`src/rtl/mpa_state_monitor_pkg.sv`:
```
// Shared definitions for the MPA control FSM and its monitor:
// state codes, number of defined codes and the legal-step table.
package mpa_pkg;

    localparam int NUM_ST = 11;

    localparam logic [3:0] S_Y0 = 4'd0;
    localparam logic [3:0] S_Y1 = 4'd1;
    localparam logic [3:0] S_Y2 = 4'd2;
    localparam logic [3:0] S_Y3 = 4'd3;
    localparam logic [3:0] S_Y4 = 4'd4;
    localparam logic [3:0] S_Y5 = 4'd5;
    localparam logic [3:0] S_Y6 = 4'd6;
    localparam logic [3:0] S_Y7 = 4'd7;
    localparam logic [3:0] S_Y8 = 4'd8;
    localparam logic [3:0] S_Y9 = 4'd9;
    localparam logic [3:0] S_YK = 4'd10;

    // True when the FSM may step from prev to cur. A step to Y0 is always
    // legal because the FSM reset is asynchronous and can strike anywhere.
    function automatic logic is_legal(input logic [3:0] prev, input logic [3:0] cur);
        logic ok;
        ok = 1'b0;
        if (cur == S_Y0) begin
            ok = 1'b1;
        end else begin
            case (prev)
                S_Y0:    ok = (cur == S_Y1);
                S_Y1:    ok = (cur == S_Y2);
                S_Y2:    ok = (cur == S_Y3);
                S_Y3:    ok = (cur == S_Y3) || (cur == S_Y4);
                S_Y4:    ok = (cur == S_Y5);
                S_Y5:    ok = (cur == S_Y6) || (cur == S_Y8);
                S_Y6:    ok = (cur == S_Y7);
                S_Y7:    ok = (cur == S_YK);
                S_Y8:    ok = (cur == S_YK);
                default: ok = 1'b0;
            endcase
        end
        return ok;
    endfunction

endpackage

```
`src/rtl/mpa_state_monitor_sat_counter.sv`:
```
// Saturating up-counter with synchronous clear; clear has priority over increment.
module sat_counter #(
    parameter int CNT_W = 8
) (
    input  logic             clk,
    input  logic             reset,
    input  logic             clr,
    input  logic             inc,
    output logic [CNT_W-1:0] q
);

    localparam logic [CNT_W-1:0] CNT_MAX = '1;

    logic [CNT_W-1:0] r_cnt;

    // Count register: reset, clear, or step toward saturation.
    always_ff @(posedge clk) begin
        // NOTE: the reset is synchronous, so it lives inside the clocked branch
        // rather than in the sensitivity list.
        if (!reset) begin
            r_cnt <= '0;
        end else if (clr) begin
            r_cnt <= '0;
        end else if (inc && (r_cnt != CNT_MAX)) begin
            // NOTE: clocked state always uses <= so every register sees the
            // pre-edge value of every other register.
            r_cnt <= r_cnt + 1'b1;
        end
    end

    assign q = r_cnt;

endmodule

```
`src/rtl/mpa_state_monitor.sv`:
```
// Monitor for the MPA control FSM state code: registered one-hot decode,
// transition legality check, run-length and Y3 wait measurement, sticky flags.
module mpa_state_monitor
    import mpa_pkg::S_Y0;
    import mpa_pkg::S_Y1;
    import mpa_pkg::S_Y3;
    import mpa_pkg::S_Y9;
    import mpa_pkg::S_YK;
    import mpa_pkg::is_legal;
#(
    parameter int CODE_W  = 4,
    parameter int NUM_ST  = mpa_pkg::NUM_ST,
    parameter int CNT_W   = 8,
    parameter int TIMEOUT = 16
) (
    input  logic              clk,
    input  logic              reset,
    input  logic [CODE_W-1:0] state_code,
    input  logic              ack,
    output logic [NUM_ST-1:0] y_onehot,
    output logic              done,
    output logic [CNT_W-1:0]  last_run,
    output logic              wait_timeout,
    output logic              illegal
);

    logic [CODE_W-1:0] r_prev_code;
    logic              r_prev_vld;
    logic [NUM_ST-1:0] r_y_onehot;
    logic              r_done;
    logic [CNT_W-1:0]  r_last_run;
    logic              r_wait_timeout;
    logic              r_illegal;

    logic              w_in_range;
    logic              w_is_run;
    logic              w_is_wait;
    logic              w_is_yk;
    logic              w_done_set;
    logic              w_illegal_set;
    logic              w_wait_hit;
    logic [NUM_ST-1:0] w_y_dec;
    logic [CNT_W-1:0]  w_run_cnt;
    logic [CNT_W-1:0]  w_wait_cnt;

    assign w_in_range = (state_code < CODE_W'(NUM_ST));
    assign w_is_run   = (state_code >= S_Y1) && (state_code <= S_Y9);
    assign w_is_wait  = (state_code == S_Y3);
    assign w_is_yk    = (state_code == S_YK);

    // Done fires only on entry to Yk, never while Yk is held.
    assign w_done_set = w_is_yk && (!r_prev_vld || (r_prev_code != S_YK));

    // The first sample after reset has no predecessor, so only the range check applies.
    assign w_illegal_set = !w_in_range || (r_prev_vld && !is_legal(r_prev_code, state_code));

    // Fires only on the step from TIMEOUT-1 to TIMEOUT, so a long hold in Y3
    // (including saturation) cannot re-arm the flag after an ack.
    assign w_wait_hit = w_is_wait && (w_wait_cnt == CNT_W'(TIMEOUT - 1));

    // Combinational one-hot decode; out-of-range codes decode to all zeros.
    always_comb begin
        // NOTE: the default assignment first means every path drives w_y_dec,
        // so no latch is inferred.
        w_y_dec = '0;
        if (w_in_range) begin
            w_y_dec[state_code] = 1'b1;
        end
    end

    // Run length: cleared in Y0, counts Y1..Y9, holds in Yk and on bad codes.
    sat_counter #(.CNT_W(CNT_W)) u_run_cnt (
        .clk   (clk),
        .reset (reset),
        .clr   (state_code == S_Y0),
        .inc   (w_is_run),
        .q     (w_run_cnt)
    );

    // Consecutive samples spent in Y3.
    sat_counter #(.CNT_W(CNT_W)) u_wait_cnt (
        .clk   (clk),
        .reset (reset),
        .clr   (!w_is_wait),
        .inc   (w_is_wait),
        .q     (w_wait_cnt)
    );

    // Output registers, predecessor tracking and sticky flags (set beats ack).
    always_ff @(posedge clk) begin
        if (!reset) begin
            r_prev_code    <= '0;
            r_prev_vld     <= 1'b0;
            r_y_onehot     <= '0;
            r_done         <= 1'b0;
            r_last_run     <= '0;
            r_wait_timeout <= 1'b0;
            r_illegal      <= 1'b0;
        end else begin
            r_prev_code <= state_code;
            r_prev_vld  <= 1'b1;
            r_y_onehot  <= w_y_dec;
            r_done      <= w_done_set;

            if (w_done_set) begin
                r_last_run <= w_run_cnt;
            end

            if (w_illegal_set) begin
                r_illegal <= 1'b1;
            end else if (ack) begin
                r_illegal <= 1'b0;
            end

            if (w_wait_hit) begin
                r_wait_timeout <= 1'b1;
            end else if (ack) begin
                r_wait_timeout <= 1'b0;
            end
        end
    end

    assign y_onehot     = r_y_onehot;
    assign done         = r_done;
    assign last_run     = r_last_run;
    assign wait_timeout = r_wait_timeout;
    assign illegal      = r_illegal;

endmodule

```
`config.mk`:
```
export PLATFORM = sky130hd
export DESIGN_NAME = mpa_state_monitor
export DESIGN_NICKNAME = d
export VERILOG_FILES = /design/src/rtl/mpa_state_monitor_pkg.sv /design/src/rtl/mpa_state_monitor_sat_counter.sv /design/src/rtl/mpa_state_monitor.sv
export SDC_FILE = /design/constraint.sdc
export NUM_CORES = 1
export LEC_CHECK = 0
export BUFFER_PORTS_ARGS = -buffer_cell sky130_fd_sc_hd__buf_2
export CAP_MARGIN = 25
export CORE_MARGIN = 5
export CORE_UTILIZATION = 59
export CTS_BUF_LIST = sky130_fd_sc_hd__clkbuf_8 sky130_fd_sc_hd__clkbuf_16
export CTS_CLUSTER_SIZE = 25
export DETAILED_ROUTE_END_ITERATION = 10
export PLACE_DENSITY = 0.82
export SETUP_SLACK_MARGIN = 0.1
export SKIP_LAST_GASP = 1
export SYNTH_ARGS = -nofsm -noshare
export SYNTH_HDL_FRONTEND = slang
export SYNTH_SLANG_ARGS = --single-unit
export TNS_END_PERCENT = 50
```
`constraint.sdc`:
```
create_clock -name clk -period 2.99 [get_ports clk]
set_input_delay 0.598 -clock clk [delete_from_list [all_inputs] [get_ports clk]]
set_output_delay 0.598 -clock clk [all_outputs]
set_load 0.03 [all_outputs]
```
==> flow_summary.ini <==
[setup_path]
worst-path-max-fanout = 17
worstPathRequired_ps = 3180
reg2reg_depth = 5
crit_path_start_kind = primary input
reg2reg_to = u_run_cnt.q[5]$_SDFFE_PP0P_
r2r_slack_ps = 1320
critPathArrivalTime_ps = 1920
endpoint_kind = register
rr_startpoint = u_run_cnt.q[0]$_SDFFE_PP0P_
critPathKind = primary input to register

[logic_synthesis]
synth_cell_type_count = 45
synth_seq_cells = 43
yosys_warnings = 0
synth_edf_count = 0
synth_fa_ha_area_frac = 0.0139
yosys_most_used_dff = dfxtp_1
synth_compound_area_frac = 0.113
synth_top_family_by_area = simple AND/OR/NAND/NOR gates
muxShareOfSynthArea = 0.0556
syn_inst = 194
ys_async_sr_fraction = 0
syn-num-nets = 203
yosys.area_share.simple = 0.271
syn_area_mm2 = 0.00180
syn_avg_cell_area_um2 = 9.28
synth_xor_area_frac = 0.0292
ys_seq_area_frac = 0.478

[route]
postRouteAntennaNets = 0
wire_per_inst_um = 14.6
drt-met1-wl_um = 1650
met2_length_um = 1810
wirelength_um = 3690
met3_length_um = 183
drt_pass1_iterations = 4
drc = 0
dr.max_layer_used = met4
vias_per_cell = 5.97
drt-initial-drc-count = 120
vias = 1511

[final_layout]
drive_gt1_frac = 0.186
multiInputGateArea_um2 = 868
area_growth_pct = 12.3
layout_common_cells = dfxtp_1, nor2_1, buf_2
final_common_cell = dfxtp_1
n_antenna_cell = 0
seq_area_um2 = 861
nFillCells = 257
fin_nets = 228

[placement]
portBuffers = 28
place_worst_setup_slack_ps = 973
hpwl_um = 2660
place.gp.congestion = 0.866

[sta]
fin_crit_sh = 0.578
min_period_ps = 1730
fmax_mhz = 579
setup_viol = 0
worst_slack_ps = 1260
finalMaxSlewViolations = 0
worstMarginPinSlew_ps = 492
finalClockSkew_ps = 7.67
slew_headroom = 0.664
setup_tns_ps = 0
fin_hold_ws_ps = 498
rsz0062_at_grt = false
hold_violations = 0

[global_routing]
overflow = 0
grt_first_pass_wirelength_um = 6550
grt_pass1_vias = 1519
grt_max_degree = 18
antenna_found_initial = 0
track_usage = 0.195

[clock_tree]
tritoncts = built
postCtsSetupBuffers = 0
root_buffer = clkbuf_8
cts_inserted_buffers = 5
cts.sinks = 43
clkTransAtPathRegs_ps = 80
ctsLongestPathBuffers = 2
htree_levels = 2
clock_latency_ps = 290
ctsHoldBuffers = 0
cts_resized = 0

[die]
start_util = 0.605
pin_count = 29
die_h_um = 65.2
die_w_um = 65.2
rows = 20
core-area_mm2 = 0.00298
dieArea_mm2 = 0.00426

[worst_hold_path]
whs_path_depth = 1
hold_class = primary input to register
min_from = reset
min_to = r_prev_vld$_DFF_P_

[run]
maxCapViolCount = 0

[power]
power_leakage_nw = 0.849
power.density_mw_per_mm2 = 507
peakVddDrop_uv = 357

[run_status]
run_status = complete, no violations
==> metrics by stage <==
stage | cell area, µm² | instances | total power (W) | util
6_report | 2020 | 253 | 0.00103 | 0.679
5_1_grt | 2020 | 253 | 0.00107 | 0.679
4_1_cts | 2020 | 253 | 0.00103 | 0.679
3_5_place_dp | 1940 | 245 | 0.000688 | 0.650
3_3_place_gp | 1940 | 245 | 0.000684 | 0.650
2_1_floorplan | 1800 | 194 | 0.000665 | -
==> final cells by class <==
cell class	count	area share
clock inverters	3	0.00804
inverters	7	0.0130
well taps	33	0.0204
clock buffers	5	0.0340
repair buffers	28	0.0693
multi-input cells	134	0.429
flip-flops and latches	43	0.426
==> synthesized netlist by cell type, types with 2 or more instances <==
library cell,count,area (µm²)
dfxtp_1,43,861
a21oi_1,9,45.0
xor2_1,3,26.3
inv_1,7,26.3
nor3_1,8,40.0
xnor2_1,3,26.3
a2111oi_2,2,30.0
clkbuf_1,4,15.0
ha_1,2,25.0
or3_1,6,37.5
nor3b_1,2,15.0
buf_2,6,30.0
nand4bb_1,2,22.5
or4_1,2,15.0
nand3b_1,2,15.0
nand3_1,7,35.0
nor4_1,5,31.3
or4b_1,2,20.0
nor2_1,29,109
nand4b_1,2,17.5
o31ai_1,2,15.0
o21ai_0,2,10.0
a31oi_1,3,18.8
nand2_1,7,26.3
mux2i_1,10,100
nor2b_1,3,18.8
nand4_1,3,18.8
==> worst max-delay path by stage <==
stage | start | to | slack [ps] | cells after the start
2_1_floorplan | state_code[1] | u_run_cnt.q[5]$_SDFFE_PP0P_ | 1250 | 5
3_3_place_gp | state_code[2] | illegal$_SDFFE_PN0P_ | 1060 | 5
3_5_place_dp | state_code[2] | illegal$_SDFFE_PN0P_ | 970 | 5
4_1_cts | state_code[2] | illegal$_SDFFE_PN0P_ | 1270 | 5
5_1_grt | state_code[2] | illegal$_SDFFE_PN0P_ | 1150 | 5
6_report | state_code[2] | illegal$_SDFFE_PN0P_ | 1260 | 5
==> cells by family (layout without fill, tap and decap cells) <==
family                   Yosys count  count (layout)
buffers and inverters             17              43
multiplexers                      10              10
flip-flops                        43              43
AND/OR/NAND/NOR                   88              88
XOR/XNOR                           6               6
AO/OA/AOI/OAI                     28              28
adder cells (fa/ha/maj)            2               2
==> metal layers <==
metal	vias to the layer above	global-route usage
li1	746	-
met1	717	0.236
met2	42	0.324
met3	6	0.0462
met4	0	0.0933
met5	-	0
==> power by group <==
part	switching, W	internal [W]
registers	0.0000150	0.000584
clock network	0.000191	0.000160
logic	0.0000491	0.0000264
total	0.000255	0.000771
==> worst max-delay path: stages <==
cell	delay [ps]
buf_2	250
or4_4	210
nand2_2	120
or4b_1	500
o41ai_1	240
==> state kept, by name, indices dropped and copies added (netlist names) <==
name          cells
last_run          8
u_run_cnt.q       8
u_wait_cnt.q      8
r_prev_code       4
illegal           1
wait_timeout      1
r_prev_vld        1
done              1
y_onehot         11
Power figures use the tool's default switching activity.
